`src/rtl/lvda_proc_data_shifter.sv`:
```
// LVDA process-data shifter: deserialises one LVDC word, latches group bits 1-7 and
// sequences the V1/Y4/Z4/Y6/LTRV write window. Define LVDA_PARITY_EN for the odd-parity bit.
module lvda_proc_data_shifter #(
    parameter int unsigned WORD_BITS = 26,
    parameter int unsigned HOLD_CYC  = 8
) (
    input  logic SIM_CLK,
    input  logic SIM_RST,
    input  logic WSTRT,
    input  logic LTR,
    input  logic SBIT,
    input  logic SBEN,
    output logic G1DV,
    output logic G2DV,
    output logic G3DV,
    output logic G4DV,
    output logic G5DV,
    output logic G6DV,
    output logic G7DV,
    output logic G1DVN,
    output logic G2DVN,
    output logic G3DVN,
    output logic G4DVN,
    output logic G5DVN,
    output logic G6DVN,
    output logic G7DVN,
    output logic V1,
    output logic Y4,
    output logic Z4,
    output logic Y6,
    output logic LTRV,
    output logic BUSY,
    output logic OVR
`ifdef LVDA_PARITY_EN
    ,
    output logic PERR
`endif
);

`ifdef LVDA_PARITY_EN
    localparam int unsigned NBITS = WORD_BITS + 1;
`else
    localparam int unsigned NBITS = WORD_BITS;
`endif
    localparam int unsigned BCW = $clog2(NBITS);
    localparam int unsigned HCW = $clog2(HOLD_CYC);

    typedef enum logic [1:0] {StIdle, StShift, StHold} state_e;

    state_e         state_q, state_d;
    logic [BCW-1:0] bit_cnt_q, bit_cnt_d;
    logic [HCW-1:0] hold_cnt_q, hold_cnt_d;
    logic [6:0]     stage_q, stage_d;
    logic [6:0]     gdv_q, gdv_d;
    logic [6:0]     gdvn_q, gdvn_d;
    logic           ltr_q, ltr_d;
    logic           ovr_q, ovr_d;
    logic           v1_q, v1_d;
    logic           y4_q, y4_d;
    logic           z4_q, z4_d;
    logic           y6_q, y6_d;
    logic           ltrv_q, ltrv_d;
    logic           busy_q, busy_d;
    logic           word_ok;
    logic           win_ok;
`ifdef LVDA_PARITY_EN
    logic           par_q, par_d;
    logic           good_q, good_d;
    logic           perr_q, perr_d;
`endif

    always_comb begin
        state_d    = state_q;
        bit_cnt_d  = bit_cnt_q;
        hold_cnt_d = hold_cnt_q;
        stage_d    = stage_q;
        gdv_d      = gdv_q;
        gdvn_d     = gdvn_q;
        ltr_d      = ltr_q;
        ovr_d      = ovr_q;
        word_ok    = 1'b1;
`ifdef LVDA_PARITY_EN
        par_d      = par_q;
        good_d     = good_q;
        perr_d     = perr_q;
`endif
        unique case (state_q)
            StIdle: begin
                if (WSTRT) begin
                    state_d   = StShift;
                    bit_cnt_d = '0;
                    ltr_d     = LTR;
`ifdef LVDA_PARITY_EN
                    par_d     = 1'b0;
`endif
                end
            end
            StShift: begin
                if (WSTRT) ovr_d = 1'b1;
                if (SBEN) begin
                    for (int i = 0; i < 7; i++) begin
                        if (bit_cnt_q == BCW'(i)) stage_d[i] = SBIT;
                    end
`ifdef LVDA_PARITY_EN
                    par_d = par_q ^ SBIT;
`endif
                    if (bit_cnt_q == BCW'(NBITS - 1)) begin
                        state_d    = StHold;
                        hold_cnt_d = '0;
`ifdef LVDA_PARITY_EN
                        // Odd parity: XOR over every bit including parity must be 1.
                        word_ok = par_d;
                        good_d  = par_d;
                        perr_d  = perr_q | ~par_d;
`endif
                        if (word_ok) begin
                            gdv_d  = stage_d;
                            gdvn_d = ~stage_d;
                        end
                    end else begin
                        bit_cnt_d = bit_cnt_q + BCW'(1);
                    end
                end
            end
            StHold: begin
                if (WSTRT) ovr_d = 1'b1;
                if (hold_cnt_q == HCW'(HOLD_CYC - 1)) begin
                    state_d = StIdle;
                end else begin
                    hold_cnt_d = hold_cnt_q + HCW'(1);
                end
            end
            default: state_d = StIdle;
        endcase

`ifdef LVDA_PARITY_EN
        win_ok = good_d;
`else
        win_ok = 1'b1;
`endif
        // Outputs are computed from next state so every output comes straight off a flop.
        v1_d   = (state_d == StHold) && win_ok;
        y4_d   = v1_d && (hold_cnt_d == HCW'(3));
        z4_d   = v1_d && (hold_cnt_d == HCW'(4));
        y6_d   = v1_d && (hold_cnt_d == HCW'(5));
        ltrv_d = v1_d && ltr_d;
        busy_d = (state_d != StIdle);
    end

    always_ff @(posedge SIM_CLK) begin
        if (SIM_RST) begin
            state_q    <= StIdle;
            bit_cnt_q  <= '0;
            hold_cnt_q <= '0;
            stage_q    <= '0;
            gdv_q      <= '0;
            gdvn_q     <= '1;
            ltr_q      <= 1'b0;
            ovr_q      <= 1'b0;
            v1_q       <= 1'b0;
            y4_q       <= 1'b0;
            z4_q       <= 1'b0;
            y6_q       <= 1'b0;
            ltrv_q     <= 1'b0;
            busy_q     <= 1'b0;
`ifdef LVDA_PARITY_EN
            par_q      <= 1'b0;
            good_q     <= 1'b0;
            perr_q     <= 1'b0;
`endif
        end else begin
            state_q    <= state_d;
            bit_cnt_q  <= bit_cnt_d;
            hold_cnt_q <= hold_cnt_d;
            stage_q    <= stage_d;
            gdv_q      <= gdv_d;
            gdvn_q     <= gdvn_d;
            ltr_q      <= ltr_d;
            ovr_q      <= ovr_d;
            v1_q       <= v1_d;
            y4_q       <= y4_d;
            z4_q       <= z4_d;
            y6_q       <= y6_d;
            ltrv_q     <= ltrv_d;
            busy_q     <= busy_d;
`ifdef LVDA_PARITY_EN
            par_q      <= par_d;
            good_q     <= good_d;
            perr_q     <= perr_d;
`endif
        end
    end

    assign G1DV  = gdv_q[0];
    assign G2DV  = gdv_q[1];
    assign G3DV  = gdv_q[2];
    assign G4DV  = gdv_q[3];
    assign G5DV  = gdv_q[4];
    assign G6DV  = gdv_q[5];
    assign G7DV  = gdv_q[6];
    assign G1DVN = gdvn_q[0];
    assign G2DVN = gdvn_q[1];
    assign G3DVN = gdvn_q[2];
    assign G4DVN = gdvn_q[3];
    assign G5DVN = gdvn_q[4];
    assign G6DVN = gdvn_q[5];
    assign G7DVN = gdvn_q[6];
    assign V1    = v1_q;
    assign Y4    = y4_q;
    assign Z4    = z4_q;
    assign Y6    = y6_q;
    assign LTRV  = ltrv_q;
    assign BUSY  = busy_q;
    assign OVR   = ovr_q;
`ifdef LVDA_PARITY_EN
    assign PERR  = perr_q;
`endif

endmodule
```
`config.mk`:
```
export PLATFORM = sky130hd
export DESIGN_NAME = lvda_proc_data_shifter
export DESIGN_NICKNAME = d
export VERILOG_FILES = /design/src/rtl/lvda_proc_data_shifter.sv
export SDC_FILE = /design/constraint.sdc
export NUM_CORES = 1
export LEC_CHECK = 0
export ABC_CLOCK_PERIOD_IN_PS = 4670
export CORE_UTILIZATION = 30
export CTS_CLUSTER_SIZE = 10
export DETAILED_ROUTE_END_ITERATION = 10
export DONT_BUFFER_PORTS = 1
export PLACE_DENSITY = 0.53
export SLEW_MARGIN = 5
export SYNTH_ARGS = -nofsm -noshare
export SYNTH_HDL_FRONTEND = slang
export SYNTH_SLANG_ARGS = --single-unit
```
`constraint.sdc`:
```
create_clock -name SIM_CLK -period 4.67 [get_ports SIM_CLK]
set_clock_uncertainty 0.1 [all_clocks]
set_input_delay 1.1675 -clock SIM_CLK [delete_from_list [all_inputs] [get_ports SIM_CLK]]
set_output_delay 1.1675 -clock SIM_CLK [all_outputs]
set_load 0.02 [all_outputs]
```
---- Word level (Yosys, flattened, before mapping) ----
Cells that the tools add are included.
operators by class
  add/subtract/negate cells ............... 2
  bitwise operators ....................... 1
  reductions and logical operators ........ 13
  equality and inequality tests ........... 17
  mux-type cells .......................... 36
operator list
  kind                 number
  $mux 1               23
  $eq 5x3->1 const B   3
  $mux 5               3
  $eq 5x2->1 const B   2
  $pmux 5 s2           1
  $eq 3x3->1 const B   3
  $mux 3               3
  $mux 2               4
  $not 7->7            1
  $ne 2x2->1 const B   3
  $pmux 2 s3           1
  $pmux 3 s2           1
  $add 5x1->5 const B  1
  $eq 5x1->1 const B   1
  $eq 5x5->1 const B   1
  $logic_not 5->1      1
  $eq 2x2->1 const B   2
  $logic_and 1x1->1    4
  $reduce_and 2->1     2
  $reduce_and 4->1     1
  $reduce_bool 2->1    2
  $add 3x1->3 const B  1
  $eq 3x2->1 const B   1
  $reduce_and 3->1     1
  3 further kinds      3
word-level totals
  logic and storage cells ................. 83
  flip-flop bits (word level) ............. 39

---- Depth between registers and ports, before layout ----
  depth after elaboration ................. 6
  gate-level depth with buffers ........... 8
  mapped depth without buffers ............ 7

---- Least setup slack after synthesis ----
Ideal clock, no wire load.
  kind .................................... input to register
  start ................................... in WSTRT
  end ..................................... reg z4_q, in the netlist Z4
  buffers on the path ..................... 0
  stages .................................. 5
  data required time ...................... 4.509 ns
  setup slack ............................. 2.411 ns
  arrival ................................. 2.098 ns
  cells stage by stage .................... nor2b_1 > and2_1 > o32a_1 > nand3_2 > and4bb_2
on the way
  longest elaborated chain between the ends .. 4
RTL lines
  what                  line  text
  from (decl)           9     input logic WSTRT,
  $mux 2                89    if (WSTRT) begin
  $pmux 2 s3            87    unique case (state_q)
  $eq 2x2->1            142   v1_d = (state_d == StHold) && win_ok;
  $logic_and 1x1->1     144   z4_d = v1_d && (hold_cnt_d == HCW'(4));
  to (signal assigned)  182   z4_q <= z4_d;
  to (decl)             60    logic z4_q, z4_d;
Every way passes these cells.
A chain may end at the register's enable or synchronous reset.

---- Worst setup path after layout ----
  start ................................... reg state_q[0]
  end ..................................... reg z4_q, in the netlist Z4
on the way
  longest elaborated chain between the ends .. 5
RTL lines
  what                    line  text
  from (decl)             50    state_e state_q, state_d;
  from (signal assigned)  152   state_q <= StIdle;
  from (signal assigned)  172   state_q <= state_d;
  $mux 2                  107   if (bit_cnt_q == BCW'(NBITS - 1)) begin
  $mux 2                  100   if (SBEN) begin
  $pmux 2 s3              87
  $eq 2x2->1              142
  $logic_and 1x1->1 *     144
Mark *: on every way between the ends. The rest lies on a longest branch, timed or not.

==> reports/metrics.yaml <==
row_count: 27
startpoint: "state_q[0]"
required_ps: 4800
start_util_pct: 31.5
yosys.area.top_type_share_pct: 44.5
yosysSeqAreaShare_pct: 44.5
synth_common_cells: "dfxtp_1 (39), nand2_1 (36), nor2_1 (19), a21oi_1 (12), mux2i_1 (12)"
vias: 1253
synth_top_area_cell: "dfxtp_1"
outcome: "completed"
drive_gt1_share_pct: 7.65
timing.slew.headroom_pct: 53.8
worstSetupEndpointType: "flip-flop"
drt-initial-drc-count: 52
wl_um: 3520
fmax_mhz: 398
synthToLayoutAreaGrowth_pct: 7.84
post_cts_resized: 0
grt-ovfl-total: 0
hpwl_um: 2450
grt_pass1_wl_um: 6090
hold_viol_final: 0
clk_path_buf_depth: 2
min_from: "ltr_q"
numPortBuffers: 0
tightest_slew_ps: 692
synthCells: 196
finalCritPeriodShare_pct: 53.9
synth_cell_type_count: 37
drv_slew: 0
cts_tree: "done"
vdd_drop_max_mv: 0.127
die_x_um: 78.5
maxCapViolations: 0
synth.avg_cell_area_um2: 8.96
synth.net_count: 211
num_antenna_cells: 0
rsz0062_at_grt: "no"
firstDrtPassIters: 4
min_period_ps: 2520
ys.flop_type: "dfxtp_1"
cts_setup_buffers: 0
antenna_found_initial: 0
gp_congestion: 0.707
fp.dieArea_um2: 6160
setup_viol: 0
ctsHoldBuffers: 0
fin_setup_tns_ps: 0
synth-edff-count: 0
ant_nets: 0
netlist_top_cells_area: "dfxtp_1 (44%), nand2_1 (7.7%), mux2i_1 (6.8%)"
nNetsFinal: 210
wl_per_cell_um: 13.1
cp_max_fo: 16
ys_ff_latch: 39
via_per_inst: 4.68
design_power_total_mw: 0.612
ys_warn_count: 0
leakage_nw: 0.814
grt_pass1_vias: 1241
critPathArrivalTime_ps: 2650
core-area_um2: 5570
synthArstFlopShare_pct: 0
cts_sinks: 39
io_pins: 27
htree_levels: 2
crit_type: "flip-flop to flip-flop"
drcViolationCount: 0
hp-class: "flip-flop to flip-flop"
clk_pin_slew_ps: 80
power_density_nw_per_um2: 323
die_h_um: 78.5
clk_latency_ps: 290
cts-buffers-inserted: 5
startpoint_type: "flip-flop"
fillers: 597
r2r_start: "state_q[0]"
cts_root_buf: "clkbuf_8"
post-route-util_pct: 34.0
netlist_area_um2: 1760
synth_most_common_cell: "dfxtp_1"
grt_max_degree: 27
gr-usage-all-layers_pct: 12.8
-- layout by cell type, fill, tap and decap left out, types with 5 or more instances in the layout --
| cell type | n |
|---|---|
| dfxtp_1 | 39 |
| nand2_1 | 36 |
| nor2_1 | 19 |
| a21oi_1 | 12 |
| mux2i_1 | 12 |
| nand3_1 | 9 |
| ha_1 | 9 |
| inv_1 | 7 |
| nor3_1 | 5 |
| o21a_1 | 5 |
| clkbuf_8 | 5 |
-- per-stage QoR --
stage	hold slack, ps	cell area, µm²	worst slack [ps]	std cells
6_report	362	1890	2150	268
5_1_grt	394	1890	1960	268
4_1_cts	370	1890	2150	268
3_5_place_dp	359	1810	1950	260
3_3_place_gp	361	1810	2000	260
2_1_floorplan	334	1760	2410	196
-- layout make-up --
cell class,instances,area [µm²],area share [%]
clock buffer,7,76.3,4.03
clock inverter,1,5.00,0.264
inverter,7,26.3,1.39
multi-input combinational,142,915,48.3
sequential,39,781,41.2
tap,72,90.1,4.76
-- worst paths after layout --
check        endpoint  slack [ps]  cells after the start
min             ltr_q         360                      2
max                Z4        2150                      6
max reg2reg        Z4        2150                      6
min reg2reg     ltr_q         360                      2
-- worst max-delay path: stages (launching register included) --
cell	delay [ps]
dfxtp_1	470
ha_1	400
nand2_1	160
nor2_2	560
o32a_1	310
nand3_2	120
and4bb_2	320
-- sequential cells by signal (all words and copies together), names as in the netlist --
name	count
hold_cnt_q	3
BUSY	1
LTRV	1
Z4	1
OVR	1
Y6	1
gdv_q	7
gdvn_q	7
ltr_q	1
state_q	2
Y4	1
bit_cnt_q	5
V1	1
stage_q	7
-- routing by layer --
metal / global-route usage (%) / share of wire (%) / routed length [µm] / vias up
met1: 17.6 / 53 / 1880 / 559
li1: - / - / - / 661
met2: 18.0 / 39 / 1380 / 25
met5: 0 / 0 / 0 / -
met4: 7.22 / 3.0 / 106 / 0
met3: 3.14 / 4.4 / 156 / 8
-- report_power, final --
group,internal (mW),total [mW],switching [mW]
clock network,0.105,0.221,0.116
logic,0.0183,0.0467,0.0283
registers,0.338,0.345,0.00731
total,0.461,0.612,0.151
-- cell families after synthesis --
| group | after synthesis | synth area share [%] |
|---|---|---|
| adders and majority gates | 9 | 6.41 |
| buffers and inverters | 15 | 3.42 |
| DFF | 39 | 44.5 |
| muxes | 13 | 7.48 |
| AOI/OAI and AO/OA | 29 | 11.0 |
| and+or+nand+nor | 87 | 25.2 |
| xor gates and xnor gates | 4 | 2.00 |
Power figures use the tool's default switching activity.
